==> src/rtl/ref_seq_pkg.sv <==
// Shared types and constants for the current-reference sequencer.
// Holds the FSM state enum, the selector code map and the auto-step order.
package ref_seq_pkg;

  typedef enum logic [1:0] {
    IDLE,
    PENDING,
    WAIT_ACK
  } state_t;

  localparam logic [3:0] CODE_OFF    = 4'd0;
  localparam logic [3:0] CODE_100MA  = 4'd12;
  localparam logic [3:0] CODE_200MA  = 4'd13;
  localparam logic [3:0] CODE_400MA  = 4'd14;
  localparam logic [3:0] CODE_300MA  = 4'd15;

  // Auto mode walks the levels in ascending current order, wrapping to 100 mA.
  function automatic logic [3:0] next_auto_code(input logic [3:0] code);
    logic [3:0] nxt;
    case (code)
      CODE_100MA: nxt = CODE_200MA;
      CODE_200MA: nxt = CODE_300MA;
      CODE_300MA: nxt = CODE_400MA;
      default:    nxt = CODE_100MA;
    endcase
    return nxt;
  endfunction

endpackage

==> src/rtl/sw_debounce.sv <==
// Two-flop synchronizer followed by a restartable debounce counter.
// sw_stable takes a new value once the synchronized input has held it DEB_CYCLES cycles.
module sw_debounce #(
  parameter int WIDTH      = 4,
  parameter int DEB_CYCLES = 50000
) (
  input  logic             clk,
  input  logic             rst,
  input  logic [WIDTH-1:0] sw_in,
  output logic [WIDTH-1:0] sw_stable
);

  localparam int CW = $clog2(DEB_CYCLES);
  localparam logic [CW-1:0] CNT_MAX = CW'(DEB_CYCLES - 1);

  logic [WIDTH-1:0] r_sync1;
  logic [WIDTH-1:0] r_sync2;
  logic [WIDTH-1:0] r_cand;
  logic [WIDTH-1:0] r_stable;
  logic [CW-1:0]    r_cnt;

  // r_cnt counts cycles r_sync2 has matched r_cand; it saturates at CNT_MAX.
  always_ff @(posedge clk or posedge rst) begin
    if (rst) begin
      r_sync1  <= '0;
      r_sync2  <= '0;
      r_cand   <= '0;
      r_stable <= '0;
      r_cnt    <= '0;
    end else begin
      r_sync1 <= sw_in;
      r_sync2 <= r_sync1;
      if (r_sync2 != r_cand) begin
        r_cand <= r_sync2;
        r_cnt  <= CW'(1);
      end else if (r_cnt == CNT_MAX) begin
        r_stable <= r_cand;
      end else begin
        r_cnt <= r_cnt + 1'b1;
      end
    end
  end

  assign sw_stable = r_stable;

endmodule

==> src/rtl/ref_sequencer.sv <==
// Commits debounced (or auto-stepped) reference selectors on sample boundaries with req/ack.
// Optional auto-cycle mode is compiled in when REF_SEQ_AUTO_EN is defined.
module ref_sequencer
  import ref_seq_pkg::*;
#(
  parameter int DEB_CYCLES   = 50000,
  parameter int DWELL_CYCLES = 50000000
) (
  input  logic       clk,
  input  logic       rst,
  input  logic [3:0] sw_in,
  input  logic       auto_en,
  input  logic       sample_tick,
  input  logic       ref_ack,
  output logic [3:0] sel,
  output logic       ref_req,
  output logic       busy
);

  logic [3:0] w_sw_stable;
  logic [3:0] w_target;

  sw_debounce #(
    .WIDTH      (4),
    .DEB_CYCLES (DEB_CYCLES)
  ) u_sw_debounce (
    .clk       (clk),
    .rst       (rst),
    .sw_in     (sw_in),
    .sw_stable (w_sw_stable)
  );

`ifdef REF_SEQ_AUTO_EN
  localparam int DW = $clog2(DWELL_CYCLES);
  localparam logic [DW-1:0] DWELL_MAX = DW'(DWELL_CYCLES - 1);

  logic          r_auto_active;
  logic [3:0]    r_auto_code;
  logic [DW-1:0] r_dwell;

  // Leaving auto mode discards its state so the next entry restarts at 100 mA.
  always_ff @(posedge clk or posedge rst) begin
    if (rst) begin
      r_auto_active <= 1'b0;
      r_auto_code   <= CODE_100MA;
      r_dwell       <= '0;
    end else if (!auto_en) begin
      r_auto_active <= 1'b0;
      r_auto_code   <= CODE_100MA;
      r_dwell       <= '0;
    end else if (!r_auto_active) begin
      r_auto_active <= 1'b1;
      r_auto_code   <= CODE_100MA;
      r_dwell       <= '0;
    end else if (r_dwell == DWELL_MAX) begin
      r_auto_code <= next_auto_code(r_auto_code);
      r_dwell     <= '0;
    end else begin
      r_dwell <= r_dwell + 1'b1;
    end
  end

  assign w_target = r_auto_active ? r_auto_code : w_sw_stable;
`else
  logic w_unused;
  assign w_unused = auto_en ^ DWELL_CYCLES[0];
  assign w_target = w_sw_stable;
`endif

  state_t     r_state;
  state_t     w_state_next;
  logic [3:0] r_sel;
  logic [3:0] w_sel_next;
  logic       r_req;
  logic       w_req_next;
  logic       r_busy;

  always_comb begin
    w_state_next = r_state;
    w_sel_next   = r_sel;
    w_req_next   = r_req;
    case (r_state)
      IDLE: begin
        if (w_target != r_sel) w_state_next = PENDING;
      end
      PENDING: begin
        // A target that reverted before the tick is dropped without a request.
        if (sample_tick) begin
          if (w_target != r_sel) begin
            w_sel_next   = w_target;
            w_req_next   = 1'b1;
            w_state_next = WAIT_ACK;
          end else begin
            w_state_next = IDLE;
          end
        end
      end
      WAIT_ACK: begin
        if (ref_ack) begin
          w_req_next   = 1'b0;
          w_state_next = IDLE;
        end
      end
      default: w_state_next = IDLE;
    endcase
  end

  always_ff @(posedge clk or posedge rst) begin
    if (rst) begin
      r_state <= IDLE;
      r_sel   <= CODE_OFF;
      r_req   <= 1'b0;
      r_busy  <= 1'b0;
    end else begin
      r_state <= w_state_next;
      r_sel   <= w_sel_next;
      r_req   <= w_req_next;
      r_busy  <= (w_state_next != IDLE);
    end
  end

  assign sel     = r_sel;
  assign ref_req = r_req;
  assign busy    = r_busy;

endmodule
==> config.mk <==
export PLATFORM = sky130hd
export DESIGN_NAME = ref_sequencer
export DESIGN_NICKNAME = d
export VERILOG_FILES = /design/src/rtl/ref_seq_pkg.sv /design/src/rtl/sw_debounce.sv /design/src/rtl/ref_sequencer.sv
export SDC_FILE = /design/constraint.sdc
export NUM_CORES = 1
export LEC_CHECK = 0
export ABC_CLOCK_PERIOD_IN_PS = 4400
export CORE_MARGIN = 3
export CORE_UTILIZATION = 30
export DETAILED_ROUTE_END_ITERATION = 8
export GPL_ROUTABILITY_DRIVEN = 1
export SYNTH_ARGS = -nofsm -noshare
export SYNTH_HDL_FRONTEND = slang
export SYNTH_SLANG_ARGS = --single-unit
==> constraint.sdc <==
create_clock -name clk -period 4.4 [get_ports clk]
set_input_delay 0.66 -clock clk [delete_from_list [all_inputs] [get_ports clk]]
set_output_delay 0.66 -clock clk [all_outputs]
set_load 0.005 [all_outputs]
==> flow_summary.yaml, run 1 <==
yosys:
  avgSynthCellArea_um2: 11.4
  synth-seq-cells: 40
  synth-seq-area-share: 0.579
  yosys.cell_types.count: 31
  ys_warn_count: 0
  syn_area_mm2: 0.00173
  syn_inst: 152
  syn_nets: 162
clock_network:
  cts.path.max_buffers: 2
  clk_latency_ns: 0.30
  cts_sinks: 40
  numCtsBuffers: 5
  hold_buffers: 0
  htreeDepth: 2
  post_cts_buffers: 0
  cts_resized: 0
  path_clk_slew_ns: 0.08
  cts_tree: "built"
  clockRootBuffer: "clkbuf_8"
pwr:
  p_leak_nw: 0.806
  powerDensity_mw_per_mm2: 350
  vdd_drop_max_uv: 172
global_routing:
  grt_pass1_wl_um: 5240
  grtUsageTotal: 0.104
  grt_use_met2: 0.148
  grt_overflow: 0
  grt_use_met1: 0.138
  grt_antenna_before_repair: 0
  grt_max_degree: 41
  grt_pass1_vias: 1100
  grt.busiest_layer: "met2"
  met3_usage: 0.0482
timing:
  finalCritPeriodShare: 0.513
  hold_violations: 0
  tns_ns: 0
  fin_skew_ns: 0.00588
  relSlewSlack: 0.423
  period_minus_slack_ns: 2.26
  rsz0062_at_grt: "false"
  fmax_ghz: 0.443
  setup_viol: 0
  worst_pin_slew_ns: 0.862
  maxSlewViolCount: 0
routing:
  wl_um: 2930
  drt_iter0_markers: 65
  drtAntennaViolNets: 0
  drc: 0
  vias_per_cell: 4.77
  drtPass1Iterations: 4
  dr_total_vias: 1140
  detail_route.wl_per_cell_um: 12.2
worst_setup_path:
  crit_arrival_ns: 2.45
  path_class: "register to register"
  rr_endpoint: "u_sw_debounce.sw_stable[1]"
  crit_path_max_fanout: 10
  end_kind: "register"
  crit_end: "u_sw_debounce.sw_stable[1]"
  crit_start: "u_sw_debounce.r_cnt[0]"
  rrSetupSlack_ns: 2.14
  timing.rr.start: "u_sw_debounce.r_cnt[0]"
  critPathRequiredTime_ns: 4.59
  ff2ff_path_depth: 5
  crit_path_start_kind: "register"
placement:
  port-buffer-count: 13
  gp_congestion: 0.793
  dp_hpwl_um: 1930
  placed_cell_area_mm2: 0.00193
layout:
  fin_area_mm2: 0.00204
  nets: 176
  nFillCells: 558
  diodes: 0
  drive_above_1_share: 0.108
  syn_to_final_growth_pct: 18.2
min_path:
  hp-class: "register to register"
floorplanning:
  dieArea_mm2: 0.00671
  die_h_um: 81.9
  num_io_pins: 15
  initial_core_util: 0.312
  die_w_um: 81.9
  core-area_mm2: 0.00554
  row_count: 27
run_status:
  status: "finished clean"
run:
  cap_viol_max_count: 0
[registers in the layout, summed over array words and instances, names as in the netlist]
register                 cells
u_sw_debounce.r_cand         4
busy                         1
r_state                      2
u_sw_debounce.r_sync1        4
sel                          4
ref_req                      1
u_sw_debounce.r_cnt         16
u_sw_debounce.r_sync2        4
u_sw_debounce.sw_stable      4
[cells in the final DEF (no fill, tap or decap), types with 2 or more instances in the layout]
cell             Yosys  final
nand3_1              3      3
xnor2_1             18     18
mux2_1               3      3
nor2_1              17     17
inv_1                8      8
dfrtp_1             40     40
clkbuf_8             0      5
mux2_2               6      6
clkdlybuf4s50_1      0     13
nor4_1               4      4
a21oi_1              4      4
or4b_1               2      2
nand2b_1             3      3
or4_1                3      3
o21ai_0              3      3
nand4_1              8      8
nor3_1               4      4
nand2_1              6      6
[metal layers]
metal,up-vias,routed length [µm]
li1,556,-
met1,566,1480
met2,14,1260
met3,4,136
met4,0,53
met5,-,0
[layout make-up]
| class | instances | area (µm²) | area share |
|---|---|---|---|
| inverters | 8 | 30.0 | 0.0147 |
| flip-flops and latches | 40 | 1000 | 0.490 |
| multi-input cells | 97 | 671 | 0.328 |
| well taps | 72 | 90.1 | 0.0441 |
| clock buffers | 5 | 68.8 | 0.0337 |
| repair buffers | 14 | 138 | 0.0673 |
| clock inverters | 3 | 46.3 | 0.0226 |
[worst min-delay path by stage]
stage | startpoint | to | slack, ns | cells after the start
4_1_cts | u_sw_debounce.r_sync1[0] | u_sw_debounce.r_sync2[0] | 0.36 | 0
5_1_grt | u_sw_debounce.r_sync1[3] | u_sw_debounce.r_sync2[3] | 0.36 | 0
2_1_floorplan | u_sw_debounce.r_sync1[0] | u_sw_debounce.r_sync2[0] | 0.33 | 0
6_report | u_sw_debounce.r_sync1[1] | u_sw_debounce.r_sync2[1] | 0.35 | 0
3_5_place_dp | u_sw_debounce.r_sync1[0] | u_sw_debounce.r_sync2[0] | 0.34 | 0
3_3_place_gp | u_sw_debounce.r_sync1[0] | u_sw_debounce.r_sync2[0] | 0.33 | 0
[stage by stage]
step,hold WS (ns),instances,setup slack [ns],total power [W],util
2_1_floorplan,0.331,152,2.31,0.000402,-
6_report,0.354,239,2.14,0.000716,0.369
4_1_cts,0.355,239,2.11,0.000724,0.369
3_3_place_gp,0.331,231,2.14,0.000413,0.348
5_1_grt,0.363,239,1.92,0.000752,0.369
3_5_place_dp,0.336,231,2.12,0.000414,0.348
[cell usage after synthesis]
library cell  number  area [µm²]
mux2i_1            1        10.0
nor4_1             4        25.0
o21bai_1           1        7.51
or4_1              3        22.5
nand3b_1           1        7.51
dfrtp_1           40        1000
xnor2_1           18         158
nand2_1            6        22.5
o22ai_1            1        6.26
nand3_1            3        15.0
or3_1              1        6.26
nor2_1            17        63.8
o21ai_0            3        15.0
a21bo_1            1        10.0
a21oi_2            1        8.76
nand4b_1           1        8.76
a41oi_1            1        8.76
nand4_1            8        50.1
a31o_2             1        8.76
a21oi_1            4        20.0
ha_1               1        12.5
inv_1              8        30.0
nor3_1             4        20.0
a211oi_1           1        7.51
mux2_2             6        67.6
mux2_1             3        33.8
clkbuf_1           6        22.5
or4b_1             2        20.0
nand2b_1           3        18.8
buf_2              1        5.00
nor3_4             1        16.3
[logic make-up after synthesis]
kind of cell             share of synthesized area
AO/OA/AOI/OAI                               0.0536
XOR/XNOR                                    0.0912
adder cells (fa/ha/maj)                    0.00723
buffers and inverters                       0.0333
flip-flops                                   0.579
multiplexers                                0.0644
AND/OR/NAND/NOR                              0.171
[power breakdown]
group / internal [W] / switching (W)
clock: 0.000171 / 0.000140
sequential: 0.000375 / 0.00000484
combinational: 0.0000120 / 0.0000144
[worst max-delay path: stages (launching register included)]
cell	delay (ns)
dfrtp_1	0.41
ha_1	0.22
nand3_1	0.28
or4_1	0.61
nor3_4	0.27
mux2_2	0.37
Note: power is estimated with default switching activity, not from simulation.
==> run 2, diff against run 1 <==
Settings changed: ABC_CLOCK_PERIOD_IN_PS 4400 to 1900.
Clock period 4.4 ns to 1.9 ns, I/O delays scaled along.
==> run 2 against run 1 <==
  * The run now ends with negative setup slack left
  * Clock skew shrank 0.0015 ns
  * Worst setup slack lost 2.3 ns
  * Cell count grew 7.1%
  * Hold slack lost 0.0027 ns
  * Largest power group unchanged
==> flow_summary.yaml, run 2 (synthesis results as in run 1) <==
clock_network:
  hold_buffers: 0
  cts.path.max_buffers: 2
  numCtsBuffers: 5
  path_clk_slew_ns: 0.07
  htreeDepth: 2
  cts_tree: "built"
  cts_sinks: 40
  post_cts_buffers: 0
  clockRootBuffer: "clkbuf_8"
  clk_latency_ns: 0.29
layout:
  largest_reg_flops: 16
  drive_above_1_share: 0.228
  syn_to_final_growth_pct: 28.0
  fin_area_mm2: 0.00221
  layout_common_cells: "40 x dfrtp_1, 17 x xnor2_1, 17 x nor2_1, 17 x buf_4, 13 x clkdlybuf4s50_1"
  regMostFlops: "u_sw_debounce.r_cnt"
  diodes: 0
  final_common_cell: "dfrtp_1"
  nets: 193
worst_setup_path:
  path_class: "register to register"
  end_kind: "register"
  crit_path_max_fanout: 4
  crit_arrival_ns: 2.21
  critPathRequiredTime_ns: 2.07
  rrSetupSlack_ns: -0.14
  crit_path_start_kind: "register"
  ff2ff_path_depth: 4
timing:
  fin_skew_ns: 0.00441
  relSlewSlack: 0.666
  maxSlewViolCount: 0
  hold_ws_ns: 0.352
  setup_viol: 6
  hold_violations: 0
  tns_ns: -0.625
  fmax_ghz: 0.490
  rsz0062_at_grt: "true"
  worst_pin_slew_ns: 0.501
  period_minus_slack_ns: 2.04
  finalCritPeriodShare: 1.07
  setup_ws_ns: -0.141
floorplanning:
  row_count: 27
  core-area_mm2: 0.00554
  num_io_pins: 15
  die_w_um: 81.9
  dieArea_mm2: 0.00671
  die_h_um: 81.9
  initial_core_util: 0.312
placement:
  placed_cell_area_mm2: 0.00206
  gp_congestion: 0.784
  port-buffer-count: 13
  dp_hpwl_um: 2080
routing:
  drtAntennaViolNets: 0
  wl_um: 2910
  dr_total_vias: 1169
  detail_route.wl_per_cell_um: 11.4
  drc: 0
  vias_per_cell: 4.57
  drtPass1Iterations: 4
  drt_iter0_markers: 59
pwr:
  p_leak_nw: 0.917
  vdd_drop_max_uv: 345
  powerDensity_mw_per_mm2: 754
  p_total_w: 0.00167
min_path:
  holdPathStages: 0
  hp-class: "register to register"
global_routing:
  grt_overflow: 0
  grt_antenna_before_repair: 0
  grt_pass1_wl_um: 5140
  grt_pass1_vias: 1116
  grtUsageTotal: 0.101
  grt_max_degree: 41
run_status:
  status: "finished with violations"
  violations: "negative setup slack"
run:
  cap_viol_max_count: 0
[run 2: stage by stage]
step                 util  std cells  worst slack [ns]
floorplan               -        152            -0.141
global placement    0.372        248            -0.159
detailed placement  0.372        248            -0.182
CTS                 0.397        256            -0.157
global route        0.400        256            -0.196
finish              0.400        256            -0.141
[run 2: metal layers]
| metal | vias to the layer above | GRT usage | routed length (µm) |
|---|---|---|---|
| met5 | - | 0 | 0 |
| li1 | 586 | - | - |
| met1 | 556 | 0.136 | 1420 |
| met2 | 23 | 0.151 | 1320 |
| met3 | 4 | 0.0296 | 127 |
| met4 | 0 | 0.0399 | 35 |
[run 2: critical path: stages, from the launching register on]
cell	delay, ns
dfrtp_1	0.38
or4b_4	0.54
or4_4	0.44
nor3_4	0.20
mux2_1	0.35
[run 2: power breakdown]
part	leakage (nW)	total, W	internal [W]	switching [W]
Combinational	0.336	0.0000695	0.0000336	0.0000359
Sequential	0.520	0.000878	0.000868	0.00000970
Clock	0.0614	0.000721	0.000429	0.000292
[run 2: cell type report]
cell class | count | area (µm²)
well taps | 72 | 90.1
repair buffers | 31 | 269
fillers | 545 | 3330
multi-input cells | 97 | 702
inverters | 8 | 30.0
clock buffers | 6 | 82.6
clock inverters | 2 | 38.8
flip-flops and latches | 40 | 1000
[run 2: what timing repair did]
action | CTS | global route
endpoints found under the setup margin | 8 | 8
pin swaps | 2 | 3
resized for setup | 5 | 2
endpoints found under the hold margin | 0 | 0
[run 2: path summary, 6_finish.rpt]
kind | startpoint | to
worst min register to register | u_sw_debounce.r_sync1[2] | u_sw_debounce.r_sync2[2]
worst max register to register | u_sw_debounce.r_cnt[7] | u_sw_debounce.sw_stable[3]
worst min-delay path | u_sw_debounce.r_sync1[2] | u_sw_debounce.r_sync2[2]
worst max-delay path | u_sw_debounce.r_cnt[7] | u_sw_debounce.sw_stable[3]
min in group asynchronous | rst | u_sw_debounce.r_cnt[2]
max in group asynchronous | rst | u_sw_debounce.r_cnt[15]
